==> config.mk <==
export PLATFORM = sky130hd
export DESIGN_NAME = ddr2_cmd_issuer
export DESIGN_NICKNAME = d
export VERILOG_FILES = /design/src/rtl/ddr2_pkg.sv /design/src/rtl/ddr2_blw_buffer.sv /design/src/rtl/ddr2_cmd_issuer.sv
export SDC_FILE = /design/constraint.sdc
export NUM_CORES = 1
export LEC_CHECK = 0
export CAP_MARGIN = 20
export CELL_PAD_IN_SITES_DETAIL_PLACEMENT = 1
export CELL_PAD_IN_SITES_GLOBAL_PLACEMENT = 2
export CORE_ASPECT_RATIO = 0.75
export CORE_UTILIZATION = 31
export CTS_CLUSTER_DIAMETER = 60
export DETAILED_ROUTE_END_ITERATION = 8
export PLACE_DENSITY_LB_ADDON = 0.05
export SYNTH_ARGS = -nofsm -noshare
export SYNTH_HDL_FRONTEND = slang
export SYNTH_SLANG_ARGS = --single-unit
export TNS_END_PERCENT = 5
==> constraint.sdc <==
create_clock -name CLK -period 6.55 [get_ports CLK]
set_input_delay 1.6375 -clock CLK [delete_from_list [all_inputs] [get_ports CLK]]
set_output_delay 1.6375 -clock CLK [all_outputs]
set_load 0.1 [all_outputs]
==> src/rtl/ddr2_pkg.sv <==
// Shared encodings, FSM states and helpers for the DDR2 command issuer.
package ddr2_pkg;

    localparam int BLW_MAX_WORDS  = 32;
    localparam int DATA_SPACE_MAX = 63;

    typedef enum logic [2:0] {
        CMD_NOP  = 3'd0,
        CMD_SCR  = 3'd1,
        CMD_SCW  = 3'd2,
        CMD_BLR  = 3'd3,
        CMD_BLW  = 3'd4,
        CMD_ATR  = 3'd5,
        CMD_ATW  = 3'd6,
        CMD_NOP7 = 3'd7
    } cmd_e;

    typedef enum logic [2:0] {
        ST_INIT,
        ST_WAIT_RDY,
        ST_IDLE,
        ST_COLLECT,
        ST_DELAY,
        ST_ISSUE,
        ST_BLW_DATA
    } state_e;

    typedef struct packed {
        logic [2:0]  cmd;
        logic [1:0]  sz;
        logic [2:0]  op;
        logic [24:0] addr;
        logic [15:0] din;
    } cmd_bus_t;

    function automatic logic [5:0] blw_words(input logic [1:0] sz);
        return {1'b0, sz, 3'b000} + 6'd8;
    endfunction

    // Builds the controller-facing bus with every don't-care field forced to 0.
    function automatic cmd_bus_t mk_bus(input logic [2:0] cmd, input logic [1:0] sz,
                                        input logic [2:0] op, input logic [24:0] addr,
                                        input logic [15:0] din);
        cmd_bus_t b;
        b = '0;
        if (cmd != CMD_NOP && cmd != CMD_NOP7) begin
            b.cmd  = cmd;
            b.addr = addr;
            b.din  = din;
            if (cmd inside {CMD_BLR, CMD_BLW, CMD_ATR, CMD_ATW}) begin
                b.sz = sz;
                b.op = op;
            end
        end
        return b;
    endfunction

endpackage

==> src/rtl/ddr2_blw_buffer.sv <==
// Block-write payload store: one write port fed during collection, one
// combinational read port walked by the issuing FSM. Contents survive reset.
module ddr2_blw_buffer
    import ddr2_pkg::*;
#(
    parameter int DEPTH = BLW_MAX_WORDS,
    parameter int AW    = $clog2(DEPTH)
) (
    input  logic          clk_i,
    input  logic          we_i,
    input  logic [AW-1:0] waddr_i,
    input  logic [15:0]   wdata_i,
    input  logic [AW-1:0] raddr_i,
    output logic [15:0]   rdata_o
);

    logic [15:0] mem_q [DEPTH];

    always_ff @(posedge clk_i) begin
        if (we_i) mem_q[waddr_i] <= wdata_i;
    end

    assign rdata_o = mem_q[raddr_i];

endmodule

==> src/rtl/ddr2_cmd_issuer.sv <==
// Host-side issuer in front of ddr2_controller: init sequencing, request
// acceptance, block-write buffering, pre-issue waits and back-pressure hold.
module ddr2_cmd_issuer
    import ddr2_pkg::*;
(
    input  logic        CLK,
    input  logic        RESET_N,
    input  logic        REQ_VALID,
    output logic        REQ_READY,
    input  logic [7:0]  REQ_WAIT,
    input  logic [2:0]  REQ_CMD,
    input  logic [1:0]  REQ_SZ,
    input  logic [2:0]  REQ_OP,
    input  logic [24:0] REQ_ADDR,
    input  logic [15:0] REQ_DATA,
    input  logic        NOTFULL,
    input  logic [6:0]  FILLCOUNT,
    input  logic        READY,
    output logic        INITDDR,
    output logic [2:0]  CMD,
    output logic [1:0]  SZ,
    output logic [2:0]  OP,
    output logic [24:0] ADDR,
    output logic [15:0] DIN,
    output logic        BUSY,
    output logic [15:0] ISSUED
);

    localparam int AW = $clog2(BLW_MAX_WORDS);

    state_e      state_q, state_d;
    cmd_bus_t    bus_q, bus_d;
    cmd_bus_t    hdr_q, hdr_d;
    logic        initddr_q, initddr_d;
    logic [15:0] issued_q, issued_d;
    logic [7:0]  wait_q, wait_d;
    logic [AW-1:0] idx_q, idx_d;

    logic          accept, cons, space_ok, last_word;
    logic [5:0]    words;
    logic [AW-1:0] rd_idx;
    logic [15:0]   rdata;
    cmd_bus_t      issue_bus;

    ddr2_blw_buffer #(.DEPTH(BLW_MAX_WORDS), .AW(AW)) u_buf (
        .clk_i   (CLK),
        .we_i    (state_q == ST_COLLECT && REQ_VALID),
        .waddr_i (idx_q),
        .wdata_i (REQ_DATA),
        .raddr_i (rd_idx),
        .rdata_o (rdata)
    );

    assign REQ_READY = (state_q == ST_IDLE) || (state_q == ST_COLLECT);
    assign BUSY      = (state_q != ST_IDLE);
    assign accept    = REQ_VALID && REQ_READY;
    assign space_ok  = (FILLCOUNT <= 7'(DATA_SPACE_MAX));
    assign words     = blw_words(hdr_q.sz);
    assign last_word = (6'(idx_q) == words - 6'd1);
    assign issue_bus = mk_bus(hdr_q.cmd, hdr_q.sz, hdr_q.op, hdr_q.addr,
                              (hdr_q.cmd == CMD_BLW) ? rdata : hdr_q.din);

    // Read port looks one word ahead so the next DIN is ready on consume.
    always_comb begin
        rd_idx = '0;
        case (state_q)
            ST_ISSUE:    rd_idx = AW'(1);
            ST_BLW_DATA: rd_idx = idx_q + AW'(1);
            default:     rd_idx = '0;
        endcase
    end

    always_comb begin
        cons = 1'b0;
        case (state_q)
            ST_ISSUE: begin
                case (bus_q.cmd)
                    CMD_NOP, CMD_NOP7: cons = 1'b1;
                    CMD_SCR, CMD_BLR:  cons = NOTFULL;
                    default:           cons = NOTFULL && space_ok;
                endcase
            end
            ST_BLW_DATA: cons = space_ok;
            default:     cons = 1'b0;
        endcase
    end

    always_comb begin
        state_d   = state_q;
        bus_d     = bus_q;
        hdr_d     = hdr_q;
        initddr_d = 1'b0;
        issued_d  = issued_q;
        wait_d    = wait_q;
        idx_d     = idx_q;
        case (state_q)
            ST_INIT: begin
                initddr_d = 1'b1;
                state_d   = ST_WAIT_RDY;
            end
            ST_WAIT_RDY: if (READY) state_d = ST_IDLE;
            ST_IDLE: if (accept) begin
                hdr_d  = '{cmd: REQ_CMD, sz: REQ_SZ, op: REQ_OP, addr: REQ_ADDR, din: REQ_DATA};
                wait_d = REQ_WAIT;
                idx_d  = '0;
                if (REQ_CMD == CMD_BLW)      state_d = ST_COLLECT;
                else if (REQ_WAIT != 8'd0)   state_d = ST_DELAY;
                else if (REQ_CMD != CMD_NOP && REQ_CMD != CMD_NOP7) begin
                    state_d = ST_ISSUE;
                    bus_d   = mk_bus(REQ_CMD, REQ_SZ, REQ_OP, REQ_ADDR, REQ_DATA);
                end
            end
            ST_COLLECT: if (REQ_VALID) begin
                idx_d = idx_q + AW'(1);
                if (last_word) begin
                    idx_d = '0;
                    if (wait_q != 8'd0) state_d = ST_DELAY;
                    else begin
                        state_d = ST_ISSUE;
                        bus_d   = issue_bus;
                    end
                end
            end
            ST_DELAY: begin
                wait_d = wait_q - 8'd1;
                if (wait_q == 8'd1) begin
                    state_d = ST_ISSUE;
                    bus_d   = issue_bus;
                end
            end
            ST_ISSUE: if (cons) begin
                if (bus_q.cmd != CMD_NOP) issued_d = issued_q + 16'd1;
                bus_d = '0;
                if (bus_q.cmd == CMD_BLW) begin
                    state_d   = ST_BLW_DATA;
                    idx_d     = AW'(1);
                    bus_d.din = rdata;
                end else begin
                    state_d = ST_IDLE;
                end
            end
            ST_BLW_DATA: if (cons) begin
                if (last_word) begin
                    state_d = ST_IDLE;
                    bus_d   = '0;
                end else begin
                    idx_d     = idx_q + AW'(1);
                    bus_d.din = rdata;
                end
            end
            default: state_d = ST_INIT;
        endcase
    end

    always_ff @(posedge CLK or negedge RESET_N) begin
        if (!RESET_N) begin
            state_q   <= ST_INIT;
            bus_q     <= '0;
            hdr_q     <= '0;
            initddr_q <= 1'b0;
            issued_q  <= '0;
            wait_q    <= '0;
            idx_q     <= '0;
        end else begin
            state_q   <= state_d;
            bus_q     <= bus_d;
            hdr_q     <= hdr_d;
            initddr_q <= initddr_d;
            issued_q  <= issued_d;
            wait_q    <= wait_d;
            idx_q     <= idx_d;
        end
    end

    assign INITDDR = initddr_q;
    assign CMD     = bus_q.cmd;
    assign SZ      = bus_q.sz;
    assign OP      = bus_q.op;
    assign ADDR    = bus_q.addr;
    assign DIN     = bus_q.din;
    assign ISSUED  = issued_q;

endmodule

# == Word level (Yosys, flattened, before mapping) ==
# Memories as Yosys holds them, arrays and structs flattened.
# Index checks and enable logic that the tools add are counted.
# word_totals
ff_bits,131
mem_bits_rw,512
inputBits,69
out_inout_bits,68
word_cells,135
memories,1
# op_classes
add_sub_neg,5
order_cmp,1
n_eq_ne,38
muxes,48
n_reduce_logical,27
# memory_table
memory,words,width,rd,rd_ports_with_merged_regs,write_ports,line,source
u_buf.mem_q,32,16,1,0,1,ddr2_blw_buffer.sv:17,logic [15:0] mem_q [DEPTH];
# op_table
operator,count
2-to-1 mux 49 bit,11
one-hot mux 49 bit (5 select lines),1
2-to-1 mux 16 bit,3
2-to-1 mux 5 bit,9
2-to-1 mux 3 bit,12
equality test 3 bit (second input constant),11
2-to-1 mux 33 bit,1
inequality test 2 bit (second input constant),13
one-hot mux 3 bit (7 select lines),1
one-hot mux 5 bit (4 select lines),1
adder 16 x 1 -> 16 bit (second input constant),1
one-hot mux 8 bit (2 select lines),1
nonzero test 8 bit,2
equality test 3 x 2 -> 1 bit (second input constant),5
AND reduction 12 bit,1
nonzero test 4 bit,3
AND reduction 11 bit,1
one-hot mux 5 bit (2 select lines),1
AND reduction 9 bit,1
nonzero test 3 bit,3
equality test 8 x 1 -> 1 bit (second input constant),1
2-to-1 mux 8 bit,1
subtractor 8 x 1 -> 8 bit (second input constant),1
<= comparator 7 x 6 -> 1 bit (second input constant),1
20 further kinds,33

# == Logic depth before layout (Yosys ltp) ==
# Gate-level depths: netlist of run 1.
# An unclocked memory read counts as a cell.
# logic_depth
word_depth,9
depth_mapped,14
ltp_nobuf,9

# == Modules after synthesis ==
# Synthesis of run 1 repeated with hierarchy kept, for this count alone.
# hier_totals
cells_unflattened,1751
area_unflattened_um2,26600.5
# by_module_without_submodules
mod,n_inst,cells_per_inst,area_each_um2,seq_area_each_um2
ddr2_blw_buffer,1,1127,20214.4,15374.7
ddr2_cmd_issuer,1,624,6386.1,3278.1

# == Worst setup path after synthesis of run 1 ==
# OpenSTA, ideal clock, no wires.
# synth_timing
path_type,register -> output
startpoint,register state_q[2]
endpoint,output BUSY
arrival_ns,2.022
slack_ns,2.890
stages_incl_launch_ff,7
n_path_buf,4
cell_sequence,dfrtp_1 buf_2 inv_1 buf_2 clkbuf_1 clkbuf_1 nand2_1
# synth_via
elab_chain_cells,1
# synth_rtl
item,line,source
"start, declared",ddr2_cmd_issuer.sv:31,"state_e state_q, state_d;"
"start signal, assigned",ddr2_cmd_issuer.sv:165,state_q <= state_d;
inequality test 3 x 2 -> 1 bit,ddr2_cmd_issuer.sv:55,assign BUSY = (state_q != ST_IDLE);
"end, declared",ddr2_cmd_issuer.sv:25,"output logic BUSY,"
# No other way between the ends.

# == Worst setup path in the final report of run 1 ==
# layout_timing
startpoint,register state_q[2]
endpoint,output REQ_READY
# layout_via
elab_chain_cells,2
word_cells_on_any_way,3
classes_between,eq/ne: 2; reduce/logical: 1
# layout_rtl
item,line,source
equality test 3 x 2 -> 1 bit,ddr2_cmd_issuer.sv:54,assign REQ_READY = (state_q == ST_IDLE) || (state_q == ST_COLLECT);
logical OR 1 bit *,ddr2_cmd_issuer.sv:54,
"end, declared",ddr2_cmd_issuer.sv:9,"output logic REQ_READY,"
# Mark *: on every way between the ends. The rest lies on a longest branch, timed or not.

==> flow_summary_export.csv, run 1 <==
group,metric,value,unit
outcome,outcome,"finished clean",
critical_path,critical_path_arrival,3390,ps
yosys,async_flop_share,20.4,%
timing,period_share,76.7,%
timing,fin_crit,5030,ps
timing,max_slew_margin,29.1,%
worst_hold_path,whs_path_depth,2,
worst_hold_path,min_from,"hdr_q[31]$_DFFE_PN0P_",
yosys,yosysWarningCount,0,
critical_path,r2r-start,"idx_q[0]$_DFFE_PN0P_",
final_layout,final_layout_size_suffix_gt1_share,10.7,%
cts,h-tree-depth,3,
yosys,ys_seq_elements,643,
timing,skew,29.2,ps
job,max_cap_viol_count,0,
final_layout,nets,2565,
critical_path,critical_path.max_fanout,33,
critical_path,r2r-end,"DIN[3]$_DFFE_PN0P_",
timing,tns,0,ps
critical_path,cp-endpoint,"REQ_READY",
grt,first_global_vias,21700,
floorplanning,ios,137,
yosys,yosys.cell_types.count,77,
floorplanning,die_y,265,um
cts,clkLatencyLatePin,670,ps
power_and_ir_drop,p_leak,11.6,nW
cts,post_cts_buffers,0,
timing,worst_slew_pin_slew,1060,ps
power_and_ir_drop,total_power,16.0,mW
yosys,ys_seq_area_share,65.4,%
cts,cts_tree,"done",
timing,timing.fmax,0.199,GHz
cts,cts_root_buffer,"clkbuf_16",
critical_path,crit_start,"state_q[2]$_DFFE_PN0P_",
floorplanning,core_region_area,90300,um2
yosys,netlist_area,28500,um2
place,io_buffers,130,
floorplanning,die-area,93200,um2
yosys,synth_ff_type,"edfxtp_1",
routing,wl_per_cell,29.7,um
final_layout,fin_area,34000,um2
floorplanning,dieWidth,352,um
grt,grt_max_degree,86,
place,place_area,31500,um2
critical_path,rr_worst_depth,9,
grt,grt_pass1_wl,162000,um
worst_hold_path,hold_class,"register to register",
routing,drt-initial-drc-count,1711,
routing,wirelength,112000,um
grt,grt.total_usage,23.9,%
yosys,synth_edf_count,512,
timing,final-hold-violation-count,0,
final_layout,syn_to_final_growth,19.1,%
routing,drt-pass1-iter-count,5,
power_and_ir_drop,ir_worst_vdd,225,uV
grt,antenna_found_initial,2,
yosys,syn_avg_cell_area,12.1,um2
power_and_ir_drop,power_density,472,nW/um2
cts,cts-resized-gates,0,
critical_path,crit_type,"register to primary output",
yosys,synthCells,2362,
cts,clk_path_buf_depth,3,
critical_path,r2r_slack,2460,ps
critical_path,cp.required,4910,ps
routing,drc_errors,0,
floorplanning,start_util,31.6,%
cts,clkSinkCount,643,
routing,num_vias,21000,
cts,numCtsBuffers,73,
critical_path,cp-start-kind,"register",
floorplanning,row_count,95,
critical_path,critPathCaptureType,"primary output",
routing,drtAntennaViolNets,0,
routing,viasPerCell,5.60,
final_layout,finish.utilization,37.6,%
cts,hold_buffers,0,
place,gp_congestion,0.772,
cts,path_clk_slew,60,ps
timing,setup_violations,0,
place,dpl.hpwl,70700,um
grt,grt_overflow,0,
yosys,synth_nets,2438,
timing,rsz0062_at_grt,"false",
timing,slew_viol_final,0,
-- area by class of cell --
cell class,count,area [um2]
Clock inverter,45,498
Sequential cell,643,18700
Antenna cell,1,2.50
Fill cell,9569,56400
Tap cell,1212,1520
Multi-Input combinational cell,1528,9200
Timing Repair Buffer,228,2080
Inverter,15,56.3
Clock buffer,87,1950
-- placed cells by master, fill, tap and decap left out, drive strengths merged, types with 18 or more instances in the layout --
| master | n |
|---|---|
| a211oi | 33 |
| a21oi | 126 |
| a22oi | 110 |
| a31oi | 36 |
| and2 | 23 |
| buf | 101 |
| clkbuf | 87 |
| clkdlybuf4s50 | 127 |
| clkinv | 29 |
| dfrtp | 131 |
| edfxtp | 512 |
| inv | 18 |
| mux2i | 58 |
| nand2 | 303 |
| nand2b | 38 |
| nand3 | 46 |
| nand4 | 25 |
| nor2 | 120 |
| nor3 | 40 |
| o211ai | 53 |
| o21a | 26 |
| o21ai | 204 |
| o22ai | 33 |
-- kinds of logic after synthesis --
| family | share of synthesized area (%) |
|---|---|
| and+or+nand+nor | 10.8 |
| muxes | 2.86 |
| adders and majority gates | 0.307 |
| buffers and inverters | 2.72 |
| AOI/OAI and AO/OA | 17.3 |
| DFF | 65.4 |
| xor gates and xnor gates | 0.583 |
-- worst min-delay path by stage --
| stage | end | slack, ps |
|---|---|---|
| after floorplan | hdr_q[16]$_DFFE_PN0P_ | 450 |
| final | hdr_q[31]$_DFFE_PN0P_ | 470 |
| after global placement | ISSUED[15]$_DFFE_PN0P_ | 460 |
| after global routing | hdr_q[34]$_DFFE_PN0P_ | 500 |
| after detailed placement | hdr_q[33]$_DFFE_PN0P_ | 460 |
| after CTS | hdr_q[33]$_DFFE_PN0P_ | 480 |
-- cells in the mapped netlist (all sizes together), types with 16 or more instances --
cell type | count | share of area (%)
a22oi | 110 | 2.9
mux2i | 58 | 2.0
and2 | 23 | 0.50
nand2b | 38 | 0.83
or3 | 16 | 0.35
nor3 | 40 | 0.70
o22ai | 33 | 0.72
mux2 | 17 | 0.67
and3 | 17 | 0.37
a21oi | 126 | 2.3
a211oi | 33 | 0.87
nor2 | 120 | 1.6
edfxtp | 512 | 54
clkbuf | 113 | 1.5
o21a | 26 | 0.68
dfrtp | 131 | 11
nand4 | 25 | 0.55
nand2 | 303 | 4.0
buf | 63 | 1.0
o211ai | 53 | 1.4
nand3 | 46 | 0.82
a31oi | 36 | 0.79
o21ai | 204 | 3.6
-- routing by layer --
metal  part of all wire, %  wire, um  global-route usage (%)  up-vias
li1                      -         -                       -     9287
met1                    50     55300                    35.8    11200
met2                    45     49900                    36.4      442
met3                   4.0      4510                    3.68      122
met5                     0         0                       0        -
met4                   1.8      1960                    5.09        0
-- critical path: stages (launching register included) --
cell and delay (ps):
dfrtp_4 640, inv_2 160, buf_4 470, nand2_1 200, inv_1 100, clkdlybuf4s50_1 1140
-- flip-flops by register name (all words and copies together) (netlist names) --
signal	count
ADDR	25
CMD	3
DIN	16
INITDDR	1
ISSUED	16
OP	3
SZ	2
hdr_q	49
idx_q	5
state_q	3
u_buf.mem_q	512
wait_q	8
-- per-stage QoR --
step | setup slack (ps) | instances | hold slack (ps)
floorplan | 2890 | 2362 | 447
global placement | 1880 | 3623 | 458
detailed placement | 1790 | 3623 | 463
CTS | 1480 | 3755 | 479
global route | 1320 | 3758 | 496
finish | 1520 | 3759 | 473
-- where the power goes --
group	switching [mW]	internal (mW)	leakage, nW
Combinational	4.74	1.80	4.15
Sequential	0.420	4.77	6.27
Clock	1.80	2.50	1.19
No activity file was read; power rests on OpenSTA's default activity.
==> run 2, diff against run 1 <==
==> constraint.sdc (replaced) <==
create_clock -name CLK -period 4.9 [get_ports CLK]
set_input_delay 1.225 -clock CLK [delete_from_list [all_inputs] [get_ports CLK]]
set_output_delay 1.225 -clock CLK [all_outputs]
set_load 0.1 [all_outputs]
==> flow_summary_export.csv, run 2 (synthesis results as in run 1) <==
group,metric,value,unit
final_layout,layout_commonest_cell,"edfxtp_1",
routing,drt-initial-drc-count,1724,
critical_path,cp.required,5460,ps
critical_path,critPathCaptureType,"register",
final_layout,nets,2583,
final_layout,layout.cells.non_filler,3780,
critical_path,rr_worst_depth,9,
timing,fin_crit,3980,ps
grt,antenna_found_initial,5,
floorplanning,core_region_area,90300,um2
final_layout,fin_area,34200,um2
critical_path,r2r-end,"DIN[9]$_DFFE_PN0P_",
final_layout,largest_register_ffs,512,
cts,path_clk_slew,60,ps
critical_path,r2r_slack,920,ps
place,io_buffers,130,
routing,drt-pass1-iter-count,5,
critical_path,crit_start,"idx_q[0]$_DFFE_PN0P_",
cts,post_cts_buffers,0,
job,max_cap_viol_count,0,
power_and_ir_drop,ir_worst_vdd,379,uV
timing,timing.fmax,0.251,GHz
grt,grt.total_usage,23.9,%
critical_path,critical_path_arrival,4540,ps
power_and_ir_drop,p_leak,11.7,nW
timing,max_slew_margin,26.8,%
final_layout,regMostFlops,"u_buf.mem_q",
floorplanning,ios,137,
place,placedCellCount,3641,
grt,first_global_vias,22000,
critical_path,critical_path.max_fanout,24,
cts,cts-resized-gates,0,
place,place_area,31600,um2
critical_path,cp-start-kind,"register",
grt,grt_pass1_wl,162000,um
cts,numCtsBuffers,75,
routing,drtAntennaViolNets,0,
timing,period_share,81.2,%
floorplanning,die-area,93200,um2
grt,grt_max_degree,116,
floorplanning,dieWidth,352,um
timing,whs,421,ps
worst_hold_path,hold_class,"input port to async pin",
routing,drc_errors,0,
timing,setup_violations,0,
final_layout,syn_to_final_growth,19.8,%
grt,grt_overflow,0,
timing,tns,0,ps
cts,h-tree-depth,3,
cts,clk_path_buf_depth,3,
timing,skew,28.7,ps
cts,clkLatencyLatePin,650,ps
floorplanning,row_count,95,
floorplanning,start_util,31.6,%
final_layout,final_cell_mix,"512 x edfxtp_1, 303 x nand2_1, 197 x o21ai_0",
place,gp_congestion,0.775,
timing,worst_slew_pin_slew,1100,ps
outcome,outcome,"finished clean",
cts,hold_buffers,0,
final_layout,final_layout_size_suffix_gt1_share,11.2,%
routing,wirelength,112000,um
cts,clkSinkCount,643,
timing,rsz0062_at_grt,"false",
routing,num_vias,21100,
routing,viasPerCell,5.59,
timing,slew_viol_final,0,
critical_path,r2r-start,"idx_q[0]$_DFFE_PN0P_",
timing,final-hold-violation-count,0,
final_layout,fill_cells,9541,
cts,cts_tree,"done",
cts,cts_root_buffer,"clkbuf_16",
routing,wl_per_cell,29.7,um
critical_path,crit_type,"register to register",
place,dpl.hpwl,72000,um
floorplanning,die_y,265,um
power_and_ir_drop,power_density,631,nW/um2
-- run 2: cell types whose count changed in the layout (fill, tap and decap cells not counted), moves of 2 or more --
cell             previous run  this run
clkinv_1                   16        12
clkdlybuf4s50_1           127       125
buf_8                       2         0
clkbuf_1                   10        17
buf_12                      1         6
clkbuf_8                    1         4
o21ai_2                     4         2
o21ai_1                     3         5
buf_4                      94       110
clkbuf_16                  76        78
-- run 2: stage by stage --
stage	setup slack (ps)	power [mW]	utilization (%)
after floorplan	1650	12.4	-
after global routing	785	22.6	37.8
after detailed placement	886	15.9	35.0
final	921	21.6	37.8
after CTS	846	21.8	37.8
after global placement	882	15.8	35.0
-- run 2: critical path, stage by stage, from the launching register on --
cell and delay [ps]:
dfrtp_4 640, ha_1 410, and2_1 220, nand3_1 110, a21o_1 500, a31oi_1 840, buf_4 350, o31a_1 170
nand4b_1 380, a31oi_1 260
-- run 2: layout make-up --
cell class | instances | area, um2 | area share (%)
Clock inverter | 37 | 442 | 1.29
Multi-Input combinational cell | 1528 | 9190 | 26.9
Timing Repair Buffer | 244 | 2220 | 6.49
Inverter | 15 | 56.3 | 0.165
Tap cell | 1212 | 1520 | 4.44
Sequential cell | 643 | 18700 | 54.6
Clock buffer | 99 | 2070 | 6.06
Antenna cell | 2 | 5.00 | 0.0146
-- run 2: how the worst max path moves through the flow --
stage / end / depth (start not counted)
after CTS: DIN[9]$_DFFE_PN0P_ / 9
final: DIN[9]$_DFFE_PN0P_ / 9
after detailed placement: DIN[9]$_DFFE_PN0P_ / 9
after global placement: DIN[9]$_DFFE_PN0P_ / 9
after global routing: DIN[9]$_DFFE_PN0P_ / 9
after floorplan: BUSY / 6
-- run 2: layer usage --
layer  track usage [%]  wire length (um)
met3              2.94              4970
met1              35.3             54200
met2              37.1             50600
met4              5.88              2280
met5                 0                 0
-- run 2: power by group --
| part | internal, mW | total (mW) | switching (mW) |
|---|---|---|---|
| Clock | 3.46 | 5.82 | 2.37 |
| Sequential | 6.37 | 6.88 | 0.508 |
| Combinational | 2.48 | 8.84 | 6.37 |
| Total | 12.3 | 21.6 | 9.24 |
==> run 3, diff against run 2 <==
==> constraint.sdc (replaced) <==
create_clock -name CLK -period 3.4 [get_ports CLK]
set_input_delay 0.85 -clock CLK [delete_from_list [all_inputs] [get_ports CLK]]
set_output_delay 0.85 -clock CLK [all_outputs]
set_load 0.1 [all_outputs]
==> flow_summary_export.csv, run 3 (synthesis results as in run 1) <==
group,metric,value,unit
floorplanning,dieWidth,352,um
critical_path,crit_start,"idx_q[0]$_DFFE_PN0P_",
grt,grt_pass1_wl,165000,um
floorplanning,ios,137,
critical_path,r2r-end,"DIN[14]$_DFFE_PN0P_",
timing,whs,193,ps
floorplanning,row_count,95,
routing,viasPerCell,5.58,
critical_path,critical_path.max_fanout,9,
final_layout,fill_cells,9564,
timing,slew_viol_final,0,
grt,grt.total_usage,24.4,%
cts,cts-resized-gates,0,
cts,clkSinkCount,643,
routing,drt-initial-drc-count,1674,
floorplanning,core_region_area,90300,um2
timing,period_share,96.6,%
cts,hold_buffers,0,
power_and_ir_drop,total_power,31.1,mW
cts,path_clk_slew,60,ps
critical_path,rr_worst_depth,10,
final_layout,largest_register_ffs,512,
routing,drt-pass1-iter-count,5,
outcome,outcome,"finished clean",
timing,max_slew_margin,29.0,%
cts,clkLatencyLatePin,650,ps
floorplanning,start_util,31.6,%
critical_path,cp.required,3940,ps
timing,skew,34.4,ps
routing,drc_errors,0,
cts,h-tree-depth,3,
critical_path,critical_path_arrival,3820,ps
timing,worst_slew_pin_slew,1060,ps
grt,first_global_vias,22000,
final_layout,regMostFlops,"u_buf.mem_q",
grt,grt_max_degree,77,
cts,cts_root_buffer,"clkbuf_16",
worst_hold_path,hold_class,"input port to async pin",
power_and_ir_drop,power_density,892,nW/um2
routing,num_vias,21400,
critical_path,slowest_delay,810,ps
critical_path,r2r_slack,120,ps
floorplanning,die-area,93200,um2
cts,post_cts_buffers,0,
critical_path,crit_type,"register to register",
grt,antenna_found_initial,0,
final_layout,register_area,18700,um2
cts,clk_path_buf_depth,3,
timing,rsz0062_at_grt,"false",
routing,wl_per_cell,29.9,um
cts,numCtsBuffers,73,
routing,drtAntennaViolNets,0,
critical_path,slowest_stage,"nor2_1",
final_layout,multi_input_area,9180,um2
job,max_cap_viol_count,0,
timing,tns,0,ps
cts,cts_tree,"done",
critical_path,path_cells,"ha_1 > nand2_1 > nor3_1 > buf_4 > nor2_1 > o21ai_0 > a22oi_1 > o311ai_0 > buf_4 > a31oi_1",
critical_path,cp-start-kind,"register",
power_and_ir_drop,p_leak,12.2,nW
critical_path,r2r-start,"idx_q[0]$_DFFE_PN0P_",
place,gp_congestion,0.810,
final_layout,layout_commonest_cell,"edfxtp_1",
routing,wirelength,115000,um
place,io_buffers,130,
place,dpl.hpwl,76100,um
critical_path,cpMostUsedCell,"buf_4",
final_layout,final_cell_mix,"512 x edfxtp_1, 303 x nand2_1, 197 x o21ai_0",
timing,final-hold-violation-count,0,
grt,grt_overflow,0,
floorplanning,die_y,265,um
final_layout,nets,2645,
final_layout,finish.utilization,38.6,%
final_layout,syn_to_final_growth,22.2,%
critical_path,critPathCaptureType,"register",
timing,fin_crit,3280,ps
timing,setup_violations,0,
timing,timing.fmax,0.305,GHz
power_and_ir_drop,ir_worst_vdd,532,uV
final_layout,final_layout_size_suffix_gt1_share,15.4,%
## run 3: cell count changes in the layout (fill, tap and decap cells not counted), moves of 2 or more
cell / before / now
clkdlybuf4s50_1: 125 / 59
bufinv_16: 9 / 3
clkbuf_16: 78 / 75
buf_4: 110 / 188
clkinv_2: 9 / 6
clkbuf_1: 17 / 19
buf_12: 6 / 58
clkinv_1: 12 / 15
clkbuf_8: 4 / 2
## run 3: how the worst max path moves through the flow
stage	cells after the start	to	slack (ps)
after floorplan	13	DIN[13]$_DFFE_PN0P_	250
after global placement	10	ADDR[19]$_DFFE_PN0P_	110
after detailed placement	10	ADDR[7]$_DFFE_PN0P_	50
after CTS	10	DIN[14]$_DFFE_PN0P_	150
after global routing	10	DIN[14]$_DFFE_PN0P_	40
final	10	DIN[14]$_DFFE_PN0P_	120
## run 3: area by class of cell
cell class	count	share of cell area, %
diodes	2	0.0144
clock buffers	96	5.67
clock inverters	33	0.818
inverters	15	0.161
multi-input cells	1528	26.3
flip-flops and latches	643	53.5
well taps	1212	4.35
repair buffers	308	9.13
## run 3: critical path: cells and delay by family (launching register included)
kind,cells,cell delay (ps)
simple gates,3,1040
compound gates,4,930
flops,1,560
fa+ha+maj,1,340
buf+inv,2,340
## run 3: power by group
| group | internal, mW | total (mW) | switching (mW) |
|---|---|---|---|
| Sequential | 9.18 | 9.85 | 0.668 |
| Clock | 4.35 | 7.76 | 3.42 |
| Combinational | 4.06 | 13.5 | 9.42 |
## run 3: routing by layer
metal  GRT usage (%)  share of wire (%)
met1            36.3                 48
met3            3.10                5.0
met4            6.42                2.4
met5               0                  0
met2            37.2                 44
## run 3: metrics by stage
step / instance area, um2 / std cells / setup WS, ps
6_report: 34900 / 3837 / 116
4_1_cts: 34900 / 3835 / 148
2_1_floorplan: 28500 / 2362 / 252
3_5_place_dp: 32600 / 3706 / 49.1
3_3_place_gp: 32600 / 3706 / 114
5_1_grt: 34900 / 3835 / 40.2
